<file path="config.mk">
export PLATFORM = sky130hd
export DESIGN_NAME = cla_serial_subtractor
export DESIGN_NICKNAME = d
export VERILOG_FILES = /design/src/rtl/cla_serial_subtractor_pkg.sv /design/src/rtl/cla_nibble_sub.sv /design/src/rtl/cla_serial_subtractor.sv
export SDC_FILE = /design/constraint.sdc
export NUM_CORES = 1
export LEC_CHECK = 0
export ABC_AREA = 1
export CORE_MARGIN = 5
export CORE_UTILIZATION = 45
export DETAILED_ROUTE_END_ITERATION = 6
export PLACE_DENSITY_LB_ADDON = 0.3
export SLEW_MARGIN = 20
export SYNTH_ARGS = -nofsm -noshare
export SYNTH_HDL_FRONTEND = slang
export SYNTH_HIERARCHICAL = 1
export SYNTH_SLANG_ARGS = --single-unit
</file>
<file path="constraint.sdc">
create_clock -name clk -period 6.1 [get_ports clk]
set_clock_uncertainty 0.1 [all_clocks]
set_input_delay 0.61 -clock clk [delete_from_list [all_inputs] [get_ports clk]]
set_output_delay 0.61 -clock clk [all_outputs]
set_load 0.02 [all_outputs]
</file>
<file path="src/rtl/cla_serial_subtractor_pkg.sv">
// Shared constants and types for the iterative carry-look-ahead subtractor.
// Holds the slice width, the FSM state encoding and the index-width helper.
package cla_pkg;

  localparam int NIB_W = 4;

  typedef enum logic [1:0] {
    IDLE = 2'd0,
    RUN  = 2'd1,
    DONE = 2'd2
  } state_t;

  function automatic int clog2(input int n);
    int r;
    int v;
    r = 0;
    v = n - 1;
    while (v > 0) begin
      r = r + 1;
      v = v >> 1;
    end
    return r;
  endfunction

endpackage

</file>
<file path="src/rtl/cla_nibble_sub.sv">
// Combinational 4-bit carry-look-ahead slice computing a + ~b + ci.
// c3 is the carry into bit 3, used by the top for signed overflow.
module cla_nibble_sub (
  input  logic [3:0] a,
  input  logic [3:0] b,
  input  logic       ci,
  output logic [3:0] s,
  output logic       c3,
  output logic       co
);

  logic [3:0] w_g;
  logic [3:0] w_p;
  logic       w_c1;
  logic       w_c2;
  logic       w_c3;

  assign w_g = a & ~b;
  assign w_p = a ^ ~b;

  assign w_c1 = w_g[0] | (w_p[0] & ci);
  assign w_c2 = w_g[1] | (w_p[1] & w_g[0]) | (w_p[1] & w_p[0] & ci);
  assign w_c3 = w_g[2] | (w_p[2] & w_g[1]) | (w_p[2] & w_p[1] & w_g[0])
              | (w_p[2] & w_p[1] & w_p[0] & ci);
  assign co   = w_g[3] | (w_p[3] & w_g[2]) | (w_p[3] & w_p[2] & w_g[1])
              | (w_p[3] & w_p[2] & w_p[1] & w_g[0])
              | (w_p[3] & w_p[2] & w_p[1] & w_p[0] & ci);

  assign s  = w_p ^ {w_c3, w_c2, w_c1, ci};
  assign c3 = w_c3;

endmodule

</file>
<file path="src/rtl/cla_serial_subtractor.sv">
// Iterative subtractor: diff = a - b - bin, one 4-bit CLA slice per cycle, LSB first.
// Handshake: a transfer happens on an edge where valid and ready are both high.
module cla_serial_subtractor
  import cla_pkg::*;
#(
  parameter int WIDTH = 16
) (
  input  logic             clk,
  input  logic             rst,
  input  logic             in_valid,
  output logic             in_ready,
  input  logic [WIDTH-1:0] a,
  input  logic [WIDTH-1:0] b,
  input  logic             bin,
  output logic             out_valid,
  input  logic             out_ready,
  output logic [WIDTH-1:0] diff,
  output logic             bout,
  output logic             ovf,
  output logic             zero,
  output logic [1:0]       dbg_state
);

  localparam int NIB   = WIDTH / NIB_W;
  localparam int IDX_W = clog2(NIB);

  if ((WIDTH % NIB_W) != 0 || WIDTH < 8) begin : g_width_check
    $error("cla_serial_subtractor: WIDTH must be a multiple of 4 and >= 8");
  end

  state_t             r_state;
  logic [IDX_W-1:0]   r_idx;
  logic [WIDTH-1:0]   r_a;
  logic [WIDTH-1:0]   r_b;
  logic               r_carry;
  logic [WIDTH-1:0]   r_acc;
  logic [WIDTH-1:0]   r_diff;
  logic               r_bout;
  logic               r_ovf;
  logic               r_zero;

  logic [NIB_W-1:0]   w_a_nib;
  logic [NIB_W-1:0]   w_b_nib;
  logic [NIB_W-1:0]   w_s;
  logic               w_c3;
  logic               w_co;
  logic               w_last;
  logic [WIDTH-1:0]   w_acc_next;

  assign w_a_nib = r_a[{r_idx, 2'b00} +: NIB_W];
  assign w_b_nib = r_b[{r_idx, 2'b00} +: NIB_W];
  assign w_last  = (r_idx == IDX_W'(NIB - 1));

  // r_carry is loaded with ~bin on accept, so nibble 0 sees ~bin as carry-in.
  cla_nibble_sub u_slice (
    .a  (w_a_nib),
    .b  (w_b_nib),
    .ci (r_carry),
    .s  (w_s),
    .c3 (w_c3),
    .co (w_co)
  );

  always_comb begin
    w_acc_next = r_acc;
    w_acc_next[{r_idx, 2'b00} +: NIB_W] = w_s;
  end

  always_ff @(posedge clk) begin
    if (rst) begin
      r_state <= IDLE;
      r_idx   <= '0;
      r_a     <= '0;
      r_b     <= '0;
      r_carry <= 1'b0;
      r_acc   <= '0;
      r_diff  <= '0;
      r_bout  <= 1'b0;
      r_ovf   <= 1'b0;
      r_zero  <= 1'b0;
    end else begin
      case (r_state)
        IDLE: begin
          if (in_valid) begin
            r_a     <= a;
            r_b     <= b;
            r_carry <= ~bin;
            r_idx   <= '0;
            r_state <= RUN;
          end
        end
        RUN: begin
          r_acc   <= w_acc_next;
          r_carry <= w_co;
          if (w_last) begin
            // Result is published only here so diff stays frozen outside DONE.
            r_diff  <= w_acc_next;
            r_bout  <= ~w_co;
            r_ovf   <= w_c3 ^ w_co;
            r_zero  <= (w_acc_next == '0);
            r_state <= DONE;
          end else begin
            r_idx <= r_idx + IDX_W'(1);
          end
        end
        DONE: begin
          if (out_ready) begin
            r_state <= IDLE;
          end
        end
        default: r_state <= IDLE;
      endcase
    end
  end

  assign in_ready  = (r_state == IDLE);
  assign out_valid = (r_state == DONE);
  assign diff      = r_diff;
  assign bout      = r_bout;
  assign ovf       = r_ovf;
  assign zero      = r_zero;
  assign dbg_state = r_state;

endmodule
</file>
==> results of run 1 <==
==> per-stage QoR <==
step	total power, uW	cell area [um^2]
2_1_floorplan	718	3480
3_3_place_gp	782	4080
3_5_place_dp	789	4080
4_1_cts	1150	4270
5_1_grt	1210	4270
6_report	1140	4270
==> synth_stat cells <==
cell	count	share of area, %
nand2_1	66	7.1
o211a_1	2	0.58
a21oi_1	4	0.58
buf_2	4	0.58
ha_1	10	3.6
nand4_1	2	0.36
inv_2	6	0.65
nor2_2	2	0.36
a21oi_2	1	0.25
xnor2_1	1	0.25
o21ai_0	78	11
clkbuf_1	12	1.3
inv_1	53	5.7
o22ai_1	8	1.4
fa_1	1	0.58
or2_1	1	0.18
buf_1	1	0.11
xor2_1	1	0.25
nand2_2	4	0.72
clkinv_1	1	0.11
o21ai_1	2	0.29
o211ai_1	3	0.65
buf_4	7	1.5
nand3_1	13	1.9
dfxtp_1	72	41
o21a_1	15	3.2
nor2_1	140	15
==> worst max-delay path, cell delays in order, from the launching register on <==
cell and delay, ns:
dfxtp_1 0.82, inv_1 0.56, o21ai_0 0.35, o22ai_1 0.11
inv_1 0.11, ha_1 0.25, nand3_1 0.10, nand3_1 0.11
nand2_1 0.09, nand2_1 0.10, nand2_1 0.09, nor2_1 0.05
nand2_1 0.12, nand2_1 0.09, nor2_1 0.10, nand2_1 0.07
nor2_1 0.10, nand2_1 0.06, a21oi_2 0.10
==> path summary, 6_finish.rpt <==
check	slack, ns	startpoint	endpoint	depth (start not counted)
max	2.54	r_idx[0]	zero	18
max reg2reg	2.54	r_idx[0]	zero	18
min reg2reg	0.38	r_a[4]	r_a[4]	2
min	0.38	r_a[4]	r_a[4]	2
==> registers in the layout, summed over array words and instances, names as in the netlist <==
signal,flops
r_acc,16
r_a,16
ovf,1
zero,1
r_b,16
diff,16
r_carry,1
r_idx,2
dbg_state,2
bout,1
==> logic make-up (layout without fill, tap and decap cells) <==
kind of cell | Yosys count | after routing | synth area share [%]
xor+xnor | 2 | 2 | 0.504
compound gates | 113 | 113 | 18.2
flops | 72 | 72 | 41.4
fa+ha+maj | 11 | 11 | 4.17
buf+inv | 84 | 135 | 9.96
simple gates | 228 | 228 | 25.7
==> cell type report <==
type,instances,area (um^2)
fill,744,3380
clock inverter,3,42.5
tap,102,128
clock buffer,12,145
inverter,60,225
sequential,72,1440
multi-input combinational,354,1690
timing repair buffer,60,598
==> metal layers <==
| layer | global-route usage, % | vias up | wire length (um) |
|---|---|---|---|
| met2 | 29.7 | 73 | 3840 |
| met4 | 6.71 | 0 | 123 |
| met3 | 5.07 | 12 | 388 |
| met1 | 21.5 | 1432 | 3740 |
| met5 | 0 | - | 0 |
| li1 | - | 1700 | - |
==> power by group <==
group	total [uW]	internal [uW]	switching (uW)
Clock	363	197	166
Sequential	522	500	21.5
Combinational	259	101	158
Total	1140	799	346
==> results.sh, run 1 <==
export IMPL_final_cell_mix="nor2_1 (140), o21ai_0 (78), dfxtp_1 (72)"
export IMPL_post_drt_wl_per_cell_um=12.2
export IMPL_min_delay_path_class="flop to flop"
export IMPL_final_common_cell="nor2_1"
export IMPL_grt_pass1_vias=3112
export IMPL_grt_max_degree=54
export IMPL_clockBufferDepth=2
export IMPL_syn_instance_count=510
export IMPL_first_pass_iters=5
export IMPL_die_area_mm2=0.00959
export IMPL_first_iter_violations=188
export IMPL_path_class="flop to flop"
export IMPL_ant_nets=0
export IMPL_grt_use_total_pct=17.7
export IMPL_status="complete, no violations"
export IMPL_syn_num_nets=558
export IMPL_cts_buffers=9
export IMPL_ios=60
export IMPL_maxCapViolCount=0
export IMPL_rows=32
export IMPL_grt_first_pass_wirelength_um=14100
export IMPL_cp_data_arrival_time_ns=3.74
export IMPL_grt_ovfl_total=0
export IMPL_tns_ns=0
export IMPL_fin_nets=605
export IMPL_cts_max_level=3
export IMPL_layoutNonFillerInstCount=663
export IMPL_fmax_ghz=0.281
export IMPL_hold_violations=0
export IMPL_power_density_mw_per_mm2=268
export IMPL_avgSynthCellArea_um2=6.82
export IMPL_fin_util_pct=55.9
export IMPL_ys_seq_area_share_pct=41.4
export IMPL_worst_path_max_fanout=24
export IMPL_synth_seq_cells=72
export IMPL_end_kind="flop"
export IMPL_p_leak_uw=0.00204
export IMPL_route_detailed_drc=0
export IMPL_fin_crit_sh_pct=58.4
export IMPL_startpoint_type="flop"
export IMPL_clock_sinks=72
export IMPL_synth_distinct_cells=27
export IMPL_area_growth_pct=22.8
export IMPL_gp_congestion=0.961
export IMPL_place_ws_ns=2.65
export IMPL_fin_crit_ns=3.56
export IMPL_dp_hpwl_um=5710
export IMPL_cts_resized=0
export IMPL_drive_gt1_share_pct=4.81
export IMPL_finalMaxSlewViolations=0
export IMPL_clk_pin_slew_ns=0.07
export IMPL_design_core_area_mm2=0.00765
export IMPL_cts_tree="done"
export IMPL_vias=3217
export IMPL_tightest_slew_ns=0.969
export IMPL_dp_cells=648
export IMPL_finalWirelength_um=8080
export IMPL_slew_headroom_pct=35.3
export IMPL_hold_buffers=0
export IMPL_vdd_drop_max_mv=0.130
export IMPL_cts_setup_buffers=0
export IMPL_fin_ws_ns=2.54
export IMPL_antenna_found_initial=0
export IMPL_die_w_um=97.9
export IMPL_rsz0062_at_grt="no"
export IMPL_netlist_area_mm2=0.00348
export IMPL_clk_latency_ns=0.35
export IMPL_die_y_um=97.9
export IMPL_cts_root_buf="clkbuf_8"
export IMPL_finalSetupViolCount=0
export IMPL_via_per_inst=4.85
export IMPL_hold_slack_ns=0.379
export IMPL_diodes=0
export IMPL_port_buffers=59
export IMPL_initial_utilization_pct=45.5
export IMPL_yosysWarningCount=6
export IMPL_required_ns=6.27
(Power assumes the default switching activity.)
==> run 2: changes to the inputs <==
==> constraint.sdc (replaced) <==
create_clock -name clk -period 3.3 [get_ports clk]
set_clock_uncertainty 0.1 [all_clocks]
set_input_delay 0.33 -clock clk [delete_from_list [all_inputs] [get_ports clk]]
set_output_delay 0.33 -clock clk [all_outputs]
set_load 0.02 [all_outputs]
==> results.sh, run 2 (synthesis results as in run 1) <==
export IMPL_tns_ns=0
export IMPL_power_density_mw_per_mm2=486
export IMPL_p_switching_uw=643
export IMPL_via_per_inst=4.90
export IMPL_first_pass_iters=4
export IMPL_cts_resized=0
export IMPL_seqPwrFrac_pct=45.8
export IMPL_required_ns=3.49
export IMPL_finalWirelength_um=7960
export IMPL_tightest_slew_ns=0.643
export IMPL_worst_path_max_fanout=24
export IMPL_cts_max_level=3
export IMPL_initial_utilization_pct=45.5
export IMPL_area_growth_pct=23.7
export IMPL_ios=60
export IMPL_die_w_um=97.9
export IMPL_route_detailed_drc=0
export IMPL_power_frac_comb_pct=23.2
export IMPL_grt_ovfl_total=0
export IMPL_ant_nets=0
export IMPL_cts_root_buf="clkbuf_8"
export IMPL_grt_pass1_vias=3133
export IMPL_place_ws_ns=0.401
export IMPL_finalSetupViolCount=0
export IMPL_grt_use_total_pct=17.2
export IMPL_fin_nets=609
export IMPL_vias=3271
export IMPL_finalMaxSlewViolations=0
export IMPL_die_y_um=97.9
export IMPL_p_leak_uw=0.00206
export IMPL_maxCapViolCount=0
export IMPL_gp_congestion=0.914
export IMPL_slew_headroom_pct=57.0
export IMPL_cts_setup_buffers=0
export IMPL_fin_ws_ns=0.441
export IMPL_startpoint_type="flop"
export IMPL_post_drt_wl_per_cell_um=11.9
export IMPL_hold_buffers=0
export IMPL_clockBufferDepth=2
export IMPL_p_sw_share_pct=30.7
export IMPL_first_iter_violations=159
export IMPL_rows=32
export IMPL_min_delay_path_class="flop to flop"
export IMPL_fmax_ghz=0.350
export IMPL_antenna_found_initial=0
export IMPL_vdd_drop_max_mv=0.257
export IMPL_hold_depth=2
export IMPL_cts_tree="done"
export IMPL_fin_crit_ns=2.86
export IMPL_end_kind="flop"
export IMPL_final_common_cell="nor2_1"
export IMPL_cp_data_arrival_time_ns=3.04
export IMPL_status="complete, no violations"
export IMPL_power_uw=2090
export IMPL_final_cell_mix="nor2_1 (140), o21ai_0 (78), dfxtp_1 (71)"
export IMPL_clock_sinks=72
export IMPL_hold_violations=0
export IMPL_die_area_mm2=0.00959
export IMPL_drive_gt1_share_pct=6.01
export IMPL_nFillCells=737
export IMPL_clk_pin_slew_ns=0.07
export IMPL_dp_hpwl_um=5740
export IMPL_port_buffers=59
export IMPL_clk_latency_ns=0.35
export IMPL_cts_buffers=9
export IMPL_fin_crit_sh_pct=86.6
export IMPL_grt_max_degree=36
export IMPL_design_core_area_mm2=0.00765
export IMPL_path_class="flop to flop"
export IMPL_diodes=0
export IMPL_reg2reg_depth=18
export IMPL_grt_first_pass_wirelength_um=13900
export IMPL_p_int_uw=1450
export IMPL_rsz0062_at_grt="no"
export IMPL_p_clk_share_pct=31.0
[run 2: path summary, 6_finish.rpt]
kind / start / to / slack, ns
min: r_b[0] / r_b[0] / 0.38
max: r_idx[0] / zero / 0.44
max reg2reg: r_idx[0] / zero / 0.44
min reg2reg: r_b[0] / r_b[0] / 0.38
[run 2: metrics by stage]
stage	std cells	util (%)	cell area [um^2]	hold slack (ns)
4_1_cts	668	56.2	4300	0.384
2_1_floorplan	510	-	3480	0.349
3_3_place_gp	652	53.8	4110	0.364
6_report	668	56.3	4300	0.384
5_1_grt	668	56.3	4300	0.408
3_5_place_dp	652	53.8	4110	0.368
[run 2: power groups by stage]
stage,Clock [uW],Combinational [uW],Sequential (uW)
after floorplan,0,357,970
after global placement,0,473,975
after detailed placement,0,485,976
after CTS,664,487,957
after global routing,698,561,964
final,648,486,958
[run 2: critical path, cell delays in order, from the launching register on]
cell        delay, ns
dfxtp_1          0.37
clkinvlp_4       0.33
o21ai_0          0.27
o22ai_1          0.10
ha_1             0.36
or2_1            0.26
nand2_2          0.08
nand2_2          0.06
nand2_2          0.05
nand2_1          0.09
nand2_1          0.09
nor2_1           0.05
nand2_1          0.08
nand2_1          0.08
nor2_1           0.09
nand2_1          0.06
nor2_1           0.09
nand2_1          0.07
a21oi_2          0.11
[run 2: layout make-up]
type                            count  area (um^2)  area share [%]
Inverter                           60          229            5.32
Clock buffer                       14          173            4.01
Multi-Input combinational cell    354         1690            39.3
Tap cell                          102          128            2.97
Timing Repair Buffer               64          628            14.6
Sequential cell                    72         1440            33.5
Clock inverter                      2         12.5           0.291
[run 2: layer usage]
metal	vias to the layer above	share of wire, %	track usage, %
met2	70	48	29.4
li1	1712	-	-
met1	1478	46	21.0
met3	11	4.0	3.43
met5	-	0	0
met4	0	1.8	7.45
==> run 3: changes to the inputs <==
--- a/config.mk
+++ b/config.mk
@@ -7,10 +7,11 @@
 export LEC_CHECK = 0
 export ABC_AREA = 1
 export CORE_MARGIN = 5
-export CORE_UTILIZATION = 45
+export CORE_UTILIZATION = 43
 export DETAILED_ROUTE_END_ITERATION = 6
+export GPL_TIMING_DRIVEN = 0
 export PLACE_DENSITY_LB_ADDON = 0.3
-export SLEW_MARGIN = 20
+export SLEW_MARGIN = 10
 export SYNTH_ARGS = -nofsm -noshare
 export SYNTH_HDL_FRONTEND = slang
 export SYNTH_HIERARCHICAL = 1
==> results.sh, run 3 (synthesis results as in run 1) <==
export IMPL_status="complete, no violations"
export IMPL_ios=60
export IMPL_hold_slack_ns=0.386
export IMPL_crit_end="zero"
export IMPL_hold_start="r_a[5]"
export IMPL_rsz0062_at_grt="no"
export IMPL_ant_nets=0
export IMPL_design_core_area_mm2=0.00781
export IMPL_seqCellArea_mm2=0.00144
export IMPL_min_delay_path_class="flop to flop"
export IMPL_finalSetupViolCount=0
export IMPL_power_frac_comb_pct=23.6
export IMPL_antenna_found_initial=0
export IMPL_p_int_uw=1520
export IMPL_p_clk_share_pct=32.4
export IMPL_clock_sinks=72
export IMPL_vdd_drop_max_mv=0.236
export IMPL_startpoint_type="flop"
export IMPL_seqPwrFrac_pct=44.0
export IMPL_gp_congestion=0.883
export IMPL_initial_utilization_pct=44.6
export IMPL_cts_tree="done"
export IMPL_path_class="flop to flop"
export IMPL_grt_pass1_vias=3316
export IMPL_power_density_mw_per_mm2=494
export IMPL_die_w_um=100
export IMPL_cts_buffers=9
export IMPL_route_detailed_drc=0
export IMPL_final_cell_mix="nor2_1 (140), o21ai_0 (78), dfxtp_1 (72)"
export IMPL_end_kind="flop"
export IMPL_die_area_mm2=0.00999
export IMPL_clk_pin_slew_ns=0.08
export IMPL_crit_path_top_delay_cell="dfxtp_1"
export IMPL_r2r_end="zero"
export IMPL_reg2reg_depth=20
export IMPL_via_per_inst=4.92
export IMPL_maxCapViolCount=0
export IMPL_tns_ns=0
export IMPL_area_growth_pct=26.6
export IMPL_finalMaxSlewViolations=0
export IMPL_fin_crit_ns=3.00
export IMPL_fin_nets=628
export IMPL_worst_path_max_fanout=10
export IMPL_startpoint="r_idx[0]"
export IMPL_nFillCells=753
export IMPL_rrSetupSlack_ns=0.30
export IMPL_clockBufferDepth=2
export IMPL_final_common_cell="nor2_1"
export IMPL_first_pass_iters=4
export IMPL_required_ns=3.48
export IMPL_diodes=0
export IMPL_fin_crit_sh_pct=90.9
export IMPL_grt_ovfl_total=0
export IMPL_slowest_delay_ns=0.41
export IMPL_port_buffers=59
export IMPL_hold_violations=0
export IMPL_finalWirelength_um=8640
export IMPL_p_switching_uw=659
export IMPL_vias=3380
export IMPL_drive_gt1_share_pct=7.01
export IMPL_path_cells="buf_4 -> clkbuf_2 -> nor2_1 -> o22ai_1 -> inv_1 -> ha_1 -> or2_1 -> nand2_2 -> nand2_2 -> nand2_2 -> nand2_1 -> inv_1 -> nor2_1 -> nand3_1 -> nand2_1 -> nor2_1 -> nand2_1 -> nor2_1 -> nand2_1 -> a21oi_2"
export IMPL_grt_first_pass_wirelength_um=14900
export IMPL_fmax_ghz=0.333
export IMPL_clk_latency_ns=0.34
export IMPL_cts_max_level=3
export IMPL_dp_hpwl_um=6590
export IMPL_cp_data_arrival_time_ns=3.17
export IMPL_r2r_start="r_idx[0]"
export IMPL_slew_headroom_pct=65.3
export IMPL_die_y_um=100
export IMPL_grt_max_degree=13
export IMPL_first_iter_violations=149
export IMPL_tightest_slew_ns=0.521
export IMPL_p_sw_share_pct=30.3
export IMPL_p_leak_uw=0.00212
export IMPL_multi_input_area_mm2=0.00169
export IMPL_grt_use_total_pct=18.3
export IMPL_cts_root_buf="clkbuf_8"
export IMPL_rows=32
export IMPL_post_drt_wl_per_cell_um=12.6
[run 3: cell types whose count changed in the layout (fill, tap and decap cells not counted), moves of 2 or more]
cell	change
clkbuf_1	+10
buf_2	+3
buf_4	+2
clkbuf_2	+2
clkinvlp_4	-2
[run 3: routing by layer]
metal	vias to the layer above	global-route usage, %	wire, um
met4	0	3.99	84
met3	7	4.52	395
met2	75	31.3	4030
met5	-	0	0
met1	1548	23.1	4120
li1	1750	-	-
[run 3: layout make-up]
cell class	instances	share of cell area, %
Sequential cell	72	32.7
Buffer	24	2.95
Tap cell	102	2.90
Inverter	60	5.11
Clock inverter	3	0.909
Multi-Input combinational cell	354	38.4
Timing Repair Buffer	59	13.4
Clock buffer	13	3.61
[run 3: how the worst min path moves through the flow]
stage / to / slack (ns) / depth (start not counted)
finish: r_a[5] / 0.39 / 2
global route: r_a[3] / 0.41 / 2
CTS: r_a[5] / 0.39 / 2
detailed placement: r_a[4] / 0.38 / 2
global placement: r_b[10] / 0.36 / 2
floorplan: r_a[10] / 0.35 / 2
[run 3: metrics by stage]
step | std cells | total power [uW] | setup slack, ns | instance area [um^2] | util (%)
floorplan | 510 | 1330 | 0.712 | 3480 | -
global placement | 671 | 1470 | 0.218 | 4200 | 53.8
detailed placement | 671 | 1480 | 0.198 | 4200 | 53.8
CTS | 687 | 2180 | 0.169 | 4400 | 56.3
global route | 687 | 2310 | 0.0107 | 4410 | 56.4
finish | 687 | 2170 | 0.301 | 4410 | 56.4
[run 3: timing repair]
action	CTS	global route
hold buffers	0	0
resized for setup	0	8
endpoints found under the setup margin	0	1
setup buffers	0	0
[run 3: power by group through the flow]
stage | Clock [uW] | Sequential (uW) | Combinational (uW)
after global placement | 0 | 974 | 492
after CTS | 717 | 957 | 509
after global routing | 762 | 963 | 585
final | 705 | 957 | 513
after detailed placement | 0 | 976 | 505
after floorplan | 0 | 970 | 357
[run 3: critical path, delay by kind of cell, from the launching register on]
kind | cells | cell delay, ns
buffers and inverters | 4 | 0.59
DFF | 1 | 0.41
AOI/OAI and AO/OA | 2 | 0.30
adders and majority gates | 1 | 0.33
and+or+nand+nor | 13 | 1.19
